[src/rtl/clk_phase_sched.sv]
// clk_phase_sched: select-word scheduler for the 8-phase clock-randomizer mux tree.
//
// A free-running 16-bit Galois LFSR supplies both the next 7-bit phase select and a random dwell
// extension. Once enabled and locked, the block waits a randomized dwell interval and then switches
// `sel_out` to a new value. It then freezes `sel_out` for SETTLE_CYC cycles so that every
// BUFGMUX_CTRL stage can finish its glitch-free switch. Losing the clock-wizard lock parks the tree
// on the undelayed input clock (sel_out = 0) at the next edge.
//
// Ports:
//   clk_in      sole clock
//   rst_n       asynchronous active-low reset
//   en          enables randomized switching
//   locked      clock-wizard lock, synchronous to clk_in
//   dwell_min   minimum dwell, in cycles
//   dwell_mask  mask applied to the random dwell extension
//   sel_out     mux select, bit i drives MUX_i
//   sel_upd     one-cycle pulse in the cycle where sel_out takes a new value
//   busy        high whenever the scheduler is not idle
//   switch_cnt  count of completed switches, wraps to 0
module clk_phase_sched #(
  parameter logic [15:0] LFSR_SEED  = 16'hACE1,
  parameter int unsigned DWELL_W    = 8,
  parameter int unsigned SETTLE_CYC = 4,
  parameter int unsigned CNT_W      = 16
) (
  input  logic               clk_in,
  input  logic               rst_n,
  input  logic               en,
  input  logic               locked,
  input  logic [DWELL_W-1:0] dwell_min,
  input  logic [DWELL_W-1:0] dwell_mask,
  output logic [6:0]         sel_out,
  output logic               sel_upd,
  output logic               busy,
  output logic [CNT_W-1:0]   switch_cnt
);

  // An all-zero seed would lock the LFSR up, so fall back to the default.
  localparam logic [15:0] SeedEff = (LFSR_SEED == 16'h0000) ? 16'hACE1 : LFSR_SEED;
  localparam logic [15:0] Poly    = 16'hB400;
  localparam int unsigned SetW    = (SETTLE_CYC > 1) ? $clog2(SETTLE_CYC) : 1;
  localparam logic [SetW-1:0] SettleLoad = SetW'(SETTLE_CYC - 1);

  typedef enum logic [1:0] {StIdle, StDwell, StSwitch, StSettle} state_e;

  state_e             state_q, state_d;
  logic [15:0]        lfsr_q, lfsr_d;
  logic [DWELL_W-1:0] dwell_q, dwell_d;
  logic [SetW-1:0]    settle_q, settle_d;
  logic [6:0]         sel_q, sel_d;
  logic               upd_q, upd_d;
  logic               busy_q, busy_d;
  logic [CNT_W-1:0]   cnt_q, cnt_d;

  logic [DWELL_W-1:0] rnd_ext;
  logic [DWELL_W:0]   dwell_sum;
  logic [DWELL_W-1:0] dwell_load;
  logic [6:0]         draw;
  logic [6:0]         new_sel;

  always_comb begin
    // LFSR runs every cycle regardless of state so it never stalls in any pattern.
    lfsr_d = {1'b0, lfsr_q[15:1]} ^ (lfsr_q[0] ? Poly : 16'h0000);

    // Dwell reload value, saturating instead of wrapping on overflow.
    rnd_ext    = DWELL_W'(lfsr_q[15:8]);
    dwell_sum  = {1'b0, dwell_min} + {1'b0, rnd_ext & dwell_mask};
    dwell_load = dwell_sum[DWELL_W] ? '1 : dwell_sum[DWELL_W-1:0];

    // Force an actual phase change when the draw repeats the current select.
    draw    = lfsr_q[6:0];
    new_sel = (draw == sel_q) ? (draw ^ 7'h01) : draw;
  end

  always_comb begin
    state_d  = state_q;
    dwell_d  = dwell_q;
    settle_d = settle_q;
    sel_d    = sel_q;
    upd_d    = 1'b0;
    cnt_d    = cnt_q;

    if (!locked) begin
      // Lock loss wins over everything, including the settle freeze.
      state_d = StIdle;
      sel_d   = 7'h00;
    end else begin
      case (state_q)
        StIdle: begin
          if (en) begin
            state_d = StDwell;
            dwell_d = dwell_load;
          end
        end
        StDwell: begin
          if (!en) begin
            state_d = StIdle;
          end else if (dwell_q == '0) begin
            state_d = StSwitch;
          end else begin
            dwell_d = dwell_q - DWELL_W'(1);
          end
        end
        StSwitch: begin
          sel_d    = new_sel;
          upd_d    = 1'b1;
          cnt_d    = cnt_q + CNT_W'(1);
          settle_d = SettleLoad;
          state_d  = StSettle;
        end
        StSettle: begin
          // en is only looked at once the settle window has fully elapsed.
          if (settle_q == '0) begin
            if (en) begin
              state_d = StDwell;
              dwell_d = dwell_load;
            end else begin
              state_d = StIdle;
            end
          end else begin
            settle_d = settle_q - SetW'(1);
          end
        end
        default: state_d = StIdle;
      endcase
    end

    busy_d = (state_d != StIdle);
  end

  always_ff @(posedge clk_in or negedge rst_n) begin
    if (!rst_n) begin
      state_q  <= StIdle;
      lfsr_q   <= SeedEff;
      dwell_q  <= '0;
      settle_q <= '0;
      sel_q    <= 7'h00;
      upd_q    <= 1'b0;
      busy_q   <= 1'b0;
      cnt_q    <= '0;
    end else begin
      state_q  <= state_d;
      lfsr_q   <= lfsr_d;
      dwell_q  <= dwell_d;
      settle_q <= settle_d;
      sel_q    <= sel_d;
      upd_q    <= upd_d;
      busy_q   <= busy_d;
      cnt_q    <= cnt_d;
    end
  end

  assign sel_out    = sel_q;
  assign sel_upd    = upd_q;
  assign busy       = busy_q;
  assign switch_cnt = cnt_q;

endmodule

[config.mk]
export PLATFORM = sky130hd
export DESIGN_NAME = clk_phase_sched
export DESIGN_NICKNAME = d
export VERILOG_FILES = /design/src/rtl/clk_phase_sched.sv
export SDC_FILE = /design/constraint.sdc
export NUM_CORES = 1
export LEC_CHECK = 0
export CAP_MARGIN = 20
export CORE_ASPECT_RATIO = 0.6
export CORE_MARGIN = 2
export CORE_UTILIZATION = 57
export DETAILED_ROUTE_END_ITERATION = 8
export PLACE_DENSITY = 0.95
export SETUP_SLACK_MARGIN = 0.2
export SLEW_MARGIN = 20
export SYNTH_ARGS = -nofsm -noshare
export SYNTH_HDL_FRONTEND = slang
export SYNTH_SLANG_ARGS = --single-unit
export TNS_END_PERCENT = 10
[constraint.sdc]
create_clock -name clk_in -period 4.6 [get_ports clk_in]
set_input_delay 0.92 -clock clk_in [delete_from_list [all_inputs] [get_ports clk_in]]
set_output_delay 0.92 -clock clk_in [all_outputs]
set_load 0.05 [all_outputs]
Word level (Yosys, flattened, before mapping)
Cells that the tools add are included.
- register bits: 53
- bits in latches: 0
- memory bits (writable): 0
- ROM bits: 0
- word-level logic and storage cells: 54
- memories kept: 0
- add/subtract/negate cells: 4
- multipliers: 0
- div/mod/pow operators: 0
- magnitude comparators: 0
- equal/unequal tests: 9
- shifts and indexed selects: 0
- muxes and demuxes: 21
- bitwise gates (word level): 3
- reductions and logical operators: 9
- operator list (cell ; count):
    $mux W8 ; 5
    $pmux W8 S3 ; 1
    $add A16 B1 Y16 const B ; 1
    $mux W16 ; 1
    $xor A15 B16 Y16 ; 1
    $mux W7 ; 2
    $mux W2 ; 6
    $add A8 B8 Y9 ; 1
    $and A8 B8 Y8 ; 1
    $logic_not A8 Y1 ; 1
    $ne A2 B2 Y1 const B ; 4
    $pmux W2 S4 ; 1
    $sub A8 B1 Y8 const B ; 1
    $eq A7 B7 Y1 ; 1
    $reduce_and A5 Y1 ; 1
    $eq A2 B2 Y1 const B ; 2
    $logic_not A2 Y1 ; 2
    $mux W1 ; 4
    $pmux W2 S2 ; 1
    $reduce_bool A2 Y1 ; 2
    $reduce_and A3 Y1 ; 1
    $reduce_bool A3 Y1 ; 1
    $eq A2 B1 Y1 const B ; 1
    $ne A2 B1 Y1 const B ; 1
    other kinds (3) ; 3

Logic depth before layout (Yosys ltp)
- depth in word-level cells: 6
- mapped depth: 8
- depth with buffers taken out: 8

Least setup slack after synthesis
OpenSTA, ideal clock, no wires.
- kind: input-to-reg
- start: input dwell_mask[0]
- end: register dwell_q[5]
- setup time: 0.120 ns
- data arrival time: 2.769 ns
- slack: 1.710 ns
- stages on the path: 8
- path buffers: 0
- cells stage by stage: and2_1 > ha_1 > fa_1 > nand3_1 > and2_1 > a221oi_1 > or4_1 > o211a_1
- cells in the longest elaborated chain, start to end: 6
- RTL lines (item ; RTL line ; text):
    from (decl) ; 31 ; input logic [DWELL_W-1:0] dwell_mask,
    $and A8 B8 Y8 * ; 67 ; dwell_sum = {1'b0, dwell_min} + {1'b0, rnd_ext & dwell_mask};
    $add A8 B8 Y9 * ; 67 ;
    $mux W8 * ; 68 ; dwell_load = dwell_sum[DWELL_W] ? '1 : dwell_sum[DWELL_W-1:0];
    $mux W8 * ; 90, 114 ;
    $mux W8 ; 113 ; if (settle_q == '0) begin
    $pmux W8 S3 * ; 88 ; case (state_q)
    to (signal assigned) ; 144 ; dwell_q <= dwell_d;
    to (decl) ; 48 ; logic [DWELL_W-1:0] dwell_q, dwell_d;
Every way passes the cells marked *; elsewhere a longest branch is shown, timed or not. The select of a mux whose other input is x is not followed.
A chain may end at the register's enable or synchronous reset.

Worst setup path in the final report
Same ends and word-level chain as after synthesis.

==> metrics.cfg <==
[run_status]
outcome=finished, final reports clean

[floorplanning]
core_sq_mm=0.004564
die-area_sq_mm=0.005308
die_height_microns=57.24
num_rows=19
num_io_pins=45
start_util_pct=58.99
die_w_microns=92.73

[worst_setup_path]
startpoint_type=input pin
cp-startpoint=dwell_mask[0]
path_class=input pin to flop
path_cells=clkdlybuf4s50_1 -> and2_1 -> ha_1 -> fa_1 -> nand3_1 -> and2_1 -> a221oi_1 -> or4_1 -> o211a_1
crit_family=simple AND/OR/NAND/NOR gates
r2r_slack_ns=2.05
cp.required_ns=4.80
cp.depth=9
end_kind=flop
r2r_start=lfsr_q[8]
crit_fanout=7
slowest_delay_ns=0.55
r2r_cells=8
crit_top_cell=and2_1
cp-endpoint=dwell_q[5]
path_buf_inv=1
timing.rr.end=dwell_q[5]
cp_slowest_cell=or4_1
arrival_ns=3.35

[clock_network]
clock-sinks=53
clk_pin_slew_ns=0.11
clk_path_buf_depth=2
cts_buffers=5
cts_tree=yes
cts_root_buf=clkbuf_8
htreeDepth=2
hold_buffers=0
post_cts_resize_count=0
cts_setup_buffers=0
clk_latency_ns=0.31

[timing]
fmax_ghz=0.3179
hold_viol=0
finalSetupViolCount=0
slew_viol_final=0
worst_clock_skew_ns=0.01063
min_period_ns=3.146
whs_ns=0.3512
fin_setup_tns_ns=0
max-slew-margin-rel_pct=50.17
fin_ws_ns=1.454
fin_crit_sh_pct=68.39
rsz0062_at_grt=false
worst_pin_slew_ns=0.7475

[global_route]
grt_antenna_before_repair=0
grtUsageMet2_pct=36.39
overflow=0
grt_max_degree=54
grt_util_met1_pct=35.27
grt_pass1_vias=2053
grt_util_met3_pct=4.624
busiest_layer=met2
grtUsageTotal_pct=23.91
grt_pass1_wl_mm=9.818

[pwr]
p_int_uw=635.5
pwr-share-seq_pct=56.8
netSwitchingFraction_pct=27.00
ir_drop_v=0.0002035
leakage_nw=1.474
comb_power_share_pct=11.2
powerDensity_mw_per_mm2=264.8
clkPwrFrac_pct=32.0
p_switching_uw=235.0

[min_path]
min_from=lfsr_q[7]
hold_class=flop to flop

[synthesis]
synth_flop_cell=dfrtp_1
netlist.area_leader.share_pct=41.82
ys_seq_elements=53
synth_top_cell_by_area=dfrtp_1
syn-instance-count=258
yosys_warnings=0
synth-edff-count=0
avgSynthCellArea_sq_um=10.44
syn-num-nets=290
syn_area_sq_mm=0.002693
synth_cell_types=47
ys_seq_area_share_pct=49.63
synth_area_leaders=dfrtp_1 42%, dfstp_2 7.8%, xnor2_1 6.5%
async_flop_share_pct=100.0

[finish]
area_growth_pct=22.07
num-nets-final=338
antennaDiodeCount=0
nFillCells=337
drive_gt1_share_pct=7.818
fin_cells=370
fin_util_pct=72.01

[drt]
post_drt_wl_per_cell_microns=15.72
viasPerCell=5.719
dr.pass1.iters=7
drtIter0Drc=159
dr_total_vias=2116
wl_mm=5.816
drc=0
ant_nets=0

[placement]
gp_congestion=0.7968
dp_slack_ns=1.129
post-place-cells=362
io_buffer_count=44
hpwl_mm=4.255

[job]
drv_cap=0

per-stage QoR:
| step | power [mW] | cell area [sq um] |
|---|---|---|
| after floorplan | 0.5542 | 2693 |
| after global placement | 0.5936 | 3192 |
| after detailed placement | 0.5979 | 3192 |
| after CTS | 0.8742 | 3287 |
| after global routing | 0.9132 | 3287 |
| final | 0.8704 | 3287 |
cell type report:
| type | instances | area (sq um) | area share, % |
|---|---|---|---|
| Clock inverter | 3 | 26.28 | 0.7994 |
| Timing Repair Buffer | 45 | 442.9 | 13.48 |
| Sequential cell | 53 | 1336 | 40.65 |
| Clock buffer | 5 | 68.82 | 2.094 |
| Tap cell | 63 | 78.83 | 2.398 |
| Multi-Input combinational cell | 192 | 1300 | 39.55 |
| Inverter | 9 | 33.78 | 1.028 |
per-layer routing:
layer	vias to the layer above	part of all wire, %
met5	-	0
met1	1002	47
met4	0	1.3
met3	10	7.0
met2	97	45
li1	1007	-
worst register-to-register path: stages, from the launching register on:
cell and delay, ns:
dfrtp_1 0.40, and2_1 0.16, ha_1 0.21, fa_1 0.42
nand3_1 0.12, and2_1 0.19, a221oi_1 0.18, or4_1 0.55
o211a_1 0.21
state kept, by name, indices dropped and copies added, names as in the netlist:
register,count
busy,1
settle_q,2
lfsr_q,16
dwell_q,8
state_q,2
sel_upd,1
switch_cnt,16
sel_out,7
synth_stat cells (6+ instances only):
cell type and count:
dfrtp_1 45, o21ai_0 10, inv_1 9, dfstp_2 8, xnor2_1 20, nand2_1 32, xor2_1 6, ha_1 11
nor2_1 15, a21boi_0 7, a21oi_1 8, and2_1 9
cells by family (layout without fill, tap and decap cells):
| kind of cell | count (synthesis) | in the layout | synth area share (%) |
|---|---|---|---|
| flip-flops | 53 | 53 | 49.63 |
| AND/OR/NAND/NOR | 96 | 96 | 19.24 |
| XOR/XNOR | 26 | 26 | 8.457 |
| buffers and inverters | 13 | 62 | 2.091 |
| multiplexers | 2 | 2 | 0.8364 |
| adder cells (fa/ha/maj) | 12 | 12 | 5.855 |
| AO/OA/AOI/OAI | 56 | 56 | 13.89 |
placed cells by master, fill, tap and decap left out, types with 6 or more instances in the layout:
cell	count
xnor2_1	20
a21oi_1	8
dfstp_2	8
clkdlybuf4s50_1	43
and2_1	9
a21boi_0	7
o21ai_0	10
inv_1	9
ha_1	11
xor2_1	6
dfrtp_1	45
nand2_1	32
nor2_1	15
power by group through the flow:
stage	logic (mW)	clock network [mW]	registers [mW]
after CTS	0.0964	0.284	0.494
after floorplan	0.0530	0	0.501
after global routing	0.109	0.307	0.497
after detailed placement	0.0952	0	0.503
final	0.0973	0.278	0.495
after global placement	0.0920	0	0.502
how the worst min path moves through the flow:
stage               depth (start not counted)         to
global route                                0  lfsr_q[6]
detailed placement                          0  lfsr_q[6]
CTS                                         0  lfsr_q[6]
global placement                            0  lfsr_q[6]
floorplan                                   0  lfsr_q[6]
finish                                      0  lfsr_q[6]
(Power assumes the default switching activity.)
